**config.mk**
```make
export PLATFORM = sky130hd
export DESIGN_NAME = gcm_out_serializer
export DESIGN_NICKNAME = d
export VERILOG_FILES = /design/src/rtl/gcm_pkg.sv /design/src/rtl/gcm_out_serializer_blk_fifo.sv /design/src/rtl/gcm_out_serializer.sv
export SDC_FILE = /design/constraint.sdc
export NUM_CORES = 1
export LEC_CHECK = 0
export ABC_CLOCK_PERIOD_IN_PS = 6100
export CAP_MARGIN = 40
export CORE_MARGIN = 2
export CORE_UTILIZATION = 45
export CTS_BUF_LIST = sky130_fd_sc_hd__clkbuf_8
export DETAILED_ROUTE_END_ITERATION = 8
export GPL_ROUTABILITY_DRIVEN = 1
export SLEW_MARGIN = 10
export SYNTH_ARGS = -nofsm -noshare
export SYNTH_HDL_FRONTEND = slang
export SYNTH_SLANG_ARGS = --single-unit
```
**constraint.sdc**
```tcl
create_clock -name clk -period 6.1 [get_ports clk]
set_clock_uncertainty 0.05 [all_clocks]
set_input_delay 0.915 -clock clk [delete_from_list [all_inputs] [get_ports clk]]
set_output_delay 0.915 -clock clk [all_outputs]
set_load 0.005 [all_outputs]
```
**src/rtl/gcm_pkg.sv**
```systemverilog
// gcm_pkg: shared widths, FIFO entry type and serializer states for the gcm output path.
package gcm_pkg;
    localparam int GCM_BLK_BITS   = 128;
    localparam int AXIS_WORD_BITS = 32;
    localparam int WORDS_PER_BLK  = GCM_BLK_BITS / AXIS_WORD_BITS;

    typedef struct packed {
        logic                    last;
        logic [GCM_BLK_BITS-1:0] blk;
    } gcm_out_entry_t;

    typedef enum logic {SER_IDLE, SER_SEND} ser_state_t;
endpackage

```
**src/rtl/gcm_out_serializer_blk_fifo.sv**
```systemverilog
// blk_fifo: synchronous FIFO of gcm_out_entry_t with a combinational head view.
module blk_fifo
    import gcm_pkg::*;
#(
    parameter  int DEPTH = 4,
    localparam int PTR_W = $clog2(DEPTH)
) (
    input  logic           clk,
    input  logic           reset,
    input  logic           i_push,
    input  logic           i_pop,
    input  gcm_out_entry_t i_data,
    output logic           o_full,
    output logic           o_empty,
    output logic [PTR_W:0] o_level,
    output gcm_out_entry_t o_head
);
    gcm_out_entry_t   r_mem [DEPTH];
    logic [PTR_W-1:0] r_wr_ptr;
    logic [PTR_W-1:0] r_rd_ptr;
    logic [PTR_W:0]   r_level;

    always_ff @(posedge clk or posedge reset) begin
        if (reset) begin
            r_wr_ptr <= '0;
            r_rd_ptr <= '0;
            r_level  <= '0;
        end else begin
            if (i_push) r_wr_ptr <= r_wr_ptr + 1'b1;
            if (i_pop) r_rd_ptr <= r_rd_ptr + 1'b1;
            r_level <= r_level + {{PTR_W{1'b0}}, i_push} - {{PTR_W{1'b0}}, i_pop};
        end
    end

    // Storage needs no reset: an empty level makes stale entries invisible.
    always_ff @(posedge clk) begin
        if (i_push) r_mem[r_wr_ptr] <= i_data;
    end

    assign o_full  = r_level == DEPTH[PTR_W:0];
    assign o_empty = r_level == '0;
    assign o_level = r_level;
    assign o_head  = r_mem[r_rd_ptr];
endmodule

```
**src/rtl/gcm_out_serializer.sv**
```systemverilog
// gcm_out_serializer: buffers gcm result blocks and streams them MS word first on AXI4-Stream.
// Define GCM_OUT_BSWAP_EN to byte-reverse every output word for little-endian DMA memory.
module gcm_out_serializer
    import gcm_pkg::*;
#(
    parameter  int BLK_BITS   = GCM_BLK_BITS,
    parameter  int WORD_BITS  = AXIS_WORD_BITS,
    parameter  int FIFO_DEPTH = 4,
    localparam int LVL_W      = $clog2(FIFO_DEPTH) + 1
) (
    input  logic                 clk,
    input  logic                 reset,
    input  logic [BLK_BITS-1:0]  in_blk,
    input  logic                 in_store_blk,
    input  logic                 in_last,
    output logic [WORD_BITS-1:0] m_axis_tdata,
    output logic                 m_axis_tvalid,
    input  logic                 m_axis_tready,
    output logic                 m_axis_tlast,
    output logic                 overflow,
    output logic [LVL_W-1:0]     fifo_level
);
    localparam int WPB   = BLK_BITS / WORD_BITS;
    localparam int CNT_W = (WPB > 1) ? $clog2(WPB) : 1;

    ser_state_t           r_state;
    ser_state_t           w_next_state;
    logic [CNT_W-1:0]     r_word_cnt;
    logic [CNT_W-1:0]     w_word_cnt_nx;
    logic                 r_overflow;
    logic                 w_push;
    logic                 w_pop;
    logic                 w_full;
    logic                 w_empty;
    logic                 w_cnt_last;
    gcm_out_entry_t       w_entry;
    gcm_out_entry_t       w_head;
    logic [BLK_BITS-1:0]  w_blk_sh;
    logic [WORD_BITS-1:0] w_word;
    logic [WORD_BITS-1:0] w_word_out;

    assign w_entry = '{last: in_last, blk: in_blk};
    // A full FIFO still accepts a block when its head drains this same cycle.
    assign w_push  = in_store_blk && (!w_full || w_pop);

    blk_fifo #(.DEPTH(FIFO_DEPTH)) u_fifo (
        .clk     (clk),
        .reset   (reset),
        .i_push  (w_push),
        .i_pop   (w_pop),
        .i_data  (w_entry),
        .o_full  (w_full),
        .o_empty (w_empty),
        .o_level (fifo_level),
        .o_head  (w_head)
    );

    assign w_cnt_last = r_word_cnt == CNT_W'(WPB - 1);

    always_comb begin
        w_next_state  = r_state;
        w_word_cnt_nx = r_word_cnt;
        w_pop         = 1'b0;
        if (r_state == SER_IDLE) begin
            w_word_cnt_nx = '0;
            w_next_state  = w_empty ? SER_IDLE : SER_SEND;
        end else if (m_axis_tready) begin
            w_word_cnt_nx = w_cnt_last ? '0 : r_word_cnt + 1'b1;
            w_pop         = w_cnt_last;
            w_next_state  = (w_cnt_last && fifo_level == LVL_W'(1) && !in_store_blk) ? SER_IDLE : SER_SEND;
        end
    end

    always_ff @(posedge clk or posedge reset) begin
        if (reset) begin
            r_state    <= SER_IDLE;
            r_word_cnt <= '0;
            r_overflow <= 1'b0;
        end else begin
            r_state    <= w_next_state;
            r_word_cnt <= w_word_cnt_nx;
            r_overflow <= r_overflow | (in_store_blk & w_full & ~w_pop);
        end
    end

    assign w_blk_sh = w_head.blk << (WORD_BITS * r_word_cnt);
    assign w_word   = w_blk_sh[BLK_BITS-1 -: WORD_BITS];

    always_comb begin
        w_word_out = w_word;
`ifdef GCM_OUT_BSWAP_EN
        for (int b = 0; b < WORD_BITS / 8; b++) w_word_out[8*b +: 8] = w_word[WORD_BITS-8-8*b +: 8];
`endif
    end

    assign m_axis_tvalid = r_state == SER_SEND;
    assign m_axis_tdata  = m_axis_tvalid ? w_word_out : '0;
    assign m_axis_tlast  = m_axis_tvalid && w_head.last && w_cnt_last;
    assign overflow      = r_overflow;
endmodule

```
# --- Yosys cells after proc, flatten, opt, wreduce, memory -nomap -nowiden ---
# Memory sizes are Yosys's and may differ from the RTL's.
# Cells that the tools add are included.
word_totals:
  inputBits: 133
  wordCells: 42
  n_memories: 1
  register_bits: 11
  mem_bits_rw: 516
mem_list:
  columns: ["name", "words", "width", "read_ports", "rd_clocked_by_memory_dff", "wr", "line", "rtl"]
  rows:
  - ["u_fifo.r_mem", 4, 129, 1, 0, 1, "gcm_out_serializer_blk_fifo.sv:18", "gcm_out_entry_t r_mem [DEPTH];"]
classes:
  reduce_logical: 9
  n_bitwise: 4
  n_addsub: 5
  n_mux: 12
  shifts: 1
  n_eq_ne: 4
op_table:
  columns: ["operator", "n"]
  rows:
  - ["128-bit by 7-bit left shift with 128-bit output", 1]
  - ["32-bit 2-to-1 mux", 1]
  - ["1-bit 2-to-1 mux", 8]
  - ["2-bit by 1-bit adder with 2-bit output, second input constant", 3]
  - ["2-bit 2-to-1 mux", 3]
  - ["1-bit logical AND", 5]
  - ["3-bit by 1-bit adder with 3-bit output", 1]
  - ["3-bit by 1-bit == test with 1-bit output, second input constant", 1]
  - ["3-bit == test, second input constant", 1]
  - ["3-bit zero test", 1]
  - ["3-bit by 1-bit subtractor with 3-bit output", 1]
  - ["1-bit bitwise AND", 2]
  - ["2-bit == test, second input constant", 1]
  - ["1-bit zero test", 2]
  - ["2-bit != test, second input constant", 1]
  - ["1-bit logical OR", 1]
  - ["1-bit inverter", 1]
  - ["1-bit OR", 1]

# --- Logic depth before layout (Yosys ltp) ---
logic_depth:
  word_depth: 7
  depth_mapped: 12
  depth_no_buf: 12

# --- Cells and area by module ---
# Synthesis repeated with hierarchy kept, for this count alone.
unflattened:
  hier_cells: 840
  hier_area_um2: 20208.1
modules_own_cells:
  columns: ["module", "seq_area_each_um2", "area_per_inst_um2", "cells_per_inst", "instances"]
  rows:
  - ["blk_fifo", 15670.0, 19003.2, 709, 1]
  - ["gcm_out_serializer", 100.1, 1204.9, 131, 1]

# --- Worst setup path before layout ---
# Ideal clock, no wire load.
synth_path:
  path_kind: "input to register"
  startpoint: "in m_axis_tready"
  endpoint: "mem u_fifo.r_mem[0][0] (netlist bit) (enable)"
  slack_ns: 1.285
  t_required_ns: 5.545
  n_path_buf: 0
  setup_time_ns: 0.505
  t_arrival_ns: 4.260
  path_stages: 3
  path_cell_list: "nand3_1 -> nand3_1 -> and3_1"
synth_between:
  elab_chain_len: 6
synth_rtl:
  columns: ["element", "line", "rtl"]
  rows:
  - ["start, declared", "gcm_out_serializer.sv:18", "input logic m_axis_tready,"]
  - ["1-bit 2-to-1 mux", "gcm_out_serializer.sv:67", "end else if (m_axis_tready) begin"]
  - ["1-bit 2-to-1 mux", "gcm_out_serializer.sv:64", "if (r_state == SER_IDLE) begin"]
  - ["1-bit logical OR", "gcm_out_serializer.sv:44", "assign w_push = in_store_blk && (!w_full || w_pop);"]
  - ["1-bit logical AND", "gcm_out_serializer.sv:44", null]
  - ["1-bit 2-to-1 mux", "gcm_out_serializer_blk_fifo.sv:37", "if (i_push) r_mem[r_wr_ptr] <= i_data;"]
  - ["1-bit 2-to-1 mux (implied by the code)", "gcm_out_serializer_blk_fifo.sv:37", null]
  - ["end, declared", "gcm_out_serializer_blk_fifo.sv:18", null]
# Every way passes these cells.

# --- Final worst setup path ---
layout_path:
  startpoint: "reg u_fifo.r_rd_ptr[0]"
  endpoint: "out m_axis_tdata[19]"
layout_between:
  elab_chain_len: 3
layout_rtl:
  columns: ["element", "line", "rtl"]
  rows:
  - ["start, declared", "gcm_out_serializer_blk_fifo.sv:20", "logic [PTR_W-1:0] r_rd_ptr;"]
  - ["start signal, assigned", "gcm_out_serializer_blk_fifo.sv:30", "if (i_pop) r_rd_ptr <= r_rd_ptr + 1'b1;"]
  - ["memory 4 x 129 bit", null, null]
  - ["128-bit by 7-bit left shift with 128-bit output", "gcm_out_serializer.sv:86", "assign w_blk_sh = w_head.blk << (WORD_BITS * r_word_cnt);"]
  - ["32-bit 2-to-1 mux", "gcm_out_serializer.sv:97", "assign m_axis_tdata = m_axis_tvalid ? w_word_out : '0;"]
  - ["end, declared", "gcm_out_serializer.sv:16", "output logic [WORD_BITS-1:0] m_axis_tdata,"]
# Every way passes these cells.

==> results by group <==
Logic synthesis
  • Top cell type's share of synthesized area: 75.2%
  • Syn avg cell area: 18.8 um2
  • Synth unique cells: 31
  • Post-synthesis net count: 1,236
  • Mapped cell area: 20,600 um2
  • Synth area leader: edfxtp_1
  • Top cells by area, synth: edfxtp_1 (75%), mux2i_1 (11%), a22oi_1 (3.8%)
  • Synth Instances: approximately 1,100
  • Ys Warns: 0
  • Seq/Total Area, Yosys: 76.6%
  • Seq cells post-synth: approximately 530
  • Post-synth top flop: edfxtp_1
  • Number of synthesized flops with an enable pin: a little over 500
  • Async SR Flop Fraction: roughly 2.1%

Clock network
  • CTS buffer count: 85
  • CTS tree: built
  • Root buffer cell: clkbuf_8
  • Htree depth: 3
  • Cts hold-fix bufs: 0
  • Worst-Skew Late Latency: about 0.64 ns
  • # resized after CTS: 0
  • CTS clk-pin slew, worst paths: 0.06 ns
  • Post-CTS setup buffers: 0
  • CTS sink count: 527
  • Clock Tree Buf Depth: 3

Floorplan
  • Chip width: approximately 220 um
  • I/O Pins: between 150 and 200
  • Num rows: 78
  • Overall die area: between 40,000 and 50,000 um2
  • Starting density of the core: 45.5%
  • Die H: 218 um
  • Core box area: 45,300 um2

Detailed routing
  • Routed len/inst: 23.1 um
  • First-pass DRT Iterations: 5
  • Drt first-iter violations: 719
  • Drt drc: 0
  • Vias per cell: 5.35
  • Post-route ant nets: 0
  • Via Count: 10,597
  • Final WL: 45,700 um

Setup path
  • CP Max Fanout: 48
  • Crit path kind: flip-flop to primary output
  • Setup crit start: u_fifo.r_rd_ptr[0]$_DFFE_PP0N_
  • Crit end category: primary output
  • Critical Path AT: 3.49 ns
  • Family with the most delay on the worst path: buffers and inverters
  • Critical path buffer and inverter count: 3
  • Critical Path Source Type: flip-flop
  • Worst r2r src: r_word_cnt[0]$_DFFE_PP0P_
  • Max incr delay on CP: slightly above 0.6 ns
  • Req. time, crit path: just over 5 ns
  • Critical Path Slowest Stage Cell: dfrtp_4
  • CP cell instances: buf_16 -> buf_12 -> mux2i_1 -> a22oi_1 -> nand2_1 -> o22ai_1 -> clkdlybuf4s50_1

Timing
  • Max-slew violation count: 0
  • Post-layout minimum cycle time: 4.46 ns
  • Period Utilization, post-route: 73.0%
  • Slew @ Worst Pin: 0.850 ns
  • Final Hold Viols: 0
  • Maximum operating frequency: approximately 220 MHz
  • Final setup viols: 0
  • RSZ-0062 raised after global routing: no
  • Final TNS setup: 0 ns
  • Max-Slew Margin vs Limit: between 40% and 50%

Global routing
  • First-pass GRT wire length: 68,400 um
  • Largest net degree at the start of global routing: 61
  • Initial antenna violation count: 5
  • Gr ovfl total: 0
  • GRT Total Usage: 19.5%
  • Vias in the first global route: 10,812

Layout
  • Share of cells above drive strength 1: a little over a tenth
  • Final net count: 1,461
  • Design area: ~25,000 um2
  • Fillcell total: about 3,600
  • Synth-to-Final Area Change: 19.0%

Place
  • DP Area: 23,000 um2
  • Detailed Place HPWL: 28,200 um
  • Buffers added on ports: 170
  • Final GP Congestion: approximately 0.77

Pwr
  • P_leak: 8.73 nW
  • Pwr/cell area: 484 nW/um2
  • VDD IR max: 0.261 mV

Min path
  • Hold_sp: overflow$_DFF_PP0_
  • HP Class: flip-flop to flip-flop

Flow run
  • MaxCap Viol Count: 0

Run status
  • Run status: complete, no violations
[sequential cells by signal (all words and copies together) (netlist names)]
signal           cells
u_fifo.r_mem       516
u_fifo.o_level       3
r_word_cnt           2
u_fifo.r_wr_ptr      2
m_axis_tvalid        1
u_fifo.r_rd_ptr      2
overflow             1
[synthesized netlist by cell type (5+ instances only)]
| cell | n |
|---|---|
| nand2_1 | 54 |
| ha_1 | 7 |
| o21ai_1 | 24 |
| clkbuf_1 | 10 |
| xnor2_1 | 5 |
| o22ai_1 | 20 |
| mux2i_1 | 233 |
| edfxtp_1 | 516 |
| buf_2 | 24 |
| buf_6 | 21 |
| a22oi_1 | 104 |
| and3_1 | 5 |
| dfrtp_1 | 11 |
| mux4_2 | 12 |
| inv_1 | 9 |
| a221oi_1 | 12 |
[worst paths after layout]
| path | slack (ns) | endpoint | cells past startpoint |
|---|---|---|---|
| setup reg to reg | 3.30 | u_fifo.r_mem[1][102]$_DFFE_PP_ | 5 |
| max in group asynchronous | 5.10 | u_fifo.r_rd_ptr[0]$_DFFE_PP0N_ | 2 |
| hold / removal | 0.42 | overflow$_DFF_PP0_ | 1 |
| min in group asynchronous | 0.53 | overflow$_DFF_PP0_ | 2 |
| hold reg to reg | 0.42 | overflow$_DFF_PP0_ | 1 |
| setup / recovery | 1.64 | m_axis_tdata[19] | 7 |
[worst register-to-register path, delay by kind of cell (launching register included)]
family	cells	cell delay, ns
DFF	1	0.45
and+or+nand+nor	3	1.16
adders and majority gates	1	0.22
buffers and inverters	1	0.55
[layout make-up]
cell class	count	area (um2)	area share, %
Timing Repair Buffer	201	2170	8.86
Inverter	9	33.8	0.138
Sequential cell	527	15800	64.4
Multi-Input combinational cell	496	4300	17.5
Clock buffer	89	1220	5.00
Clock inverter	56	244	0.996
Antenna cell	3	7.51	0.0306
Tap cell	600	751	3.06
[logic make-up (layout without fill, tap and decap cells)]
family                   count (synthesis)  count (layout)  synth area share [%]
AO/OA/AOI/OAI                          162             162                  5.56
XOR/XNOR                                 6               6                 0.255
adder cells (fa/ha/maj)                  8               8                 0.522
buffers and inverters                   72             355                  2.76
flip-flops                             527             527                  76.6
multiplexers                           247             247                  12.8
other                                    0               3                     0
AND/OR/NAND/NOR                         73              73                  1.51
[metrics by stage]
| step | hold WS, ns | power, W | setup slack [ns] | cells | utilization, % |
|---|---|---|---|---|---|
| after floorplan | 0.410 | 0.00769 | 1.29 | 1095 | - |
| after global placement | 0.411 | 0.00915 | 1.96 | 1826 | 50.5 |
| after detailed placement | 0.413 | 0.00930 | 2.33 | 1833 | 50.9 |
| after CTS | 0.429 | 0.0120 | 1.60 | 1978 | 54.1 |
| after global routing | 0.454 | 0.0125 | 1.49 | 1980 | 54.1 |
| final | 0.424 | 0.0119 | 1.64 | 1981 | 54.1 |
[where the power goes]
part | switching, W | internal, W
clock | 0.00129 | 0.00138
sequential | 0.000205 | 0.00479
combinational | 0.00242 | 0.00178
[metal layers]
layer	track usage (%)	vias to the layer above	part of all wire [%]
met5	0	-	0.079
met4	6.58	6	1.5
met3	4.59	51	5.8
met2	28.7	307	45
met1	28.5	5354	47
li1	-	4879	-
[layout by cell type, fill, tap and decap left out, types with 7 or more instances in the layout]
master             n
edfxtp_1         516
mux2i_1          233
clkdlybuf4s50_1  170
a22oi_1          104
clkbuf_8          89
nand2_1           54
inv_1             39
o21ai_1           24
o22ai_1           20
clkinv_1          19
buf_4             15
mux4_2            12
a221oi_1          12
buf_12            11
dfrtp_1           10
ha_1               7
(Power assumes the default switching activity.)
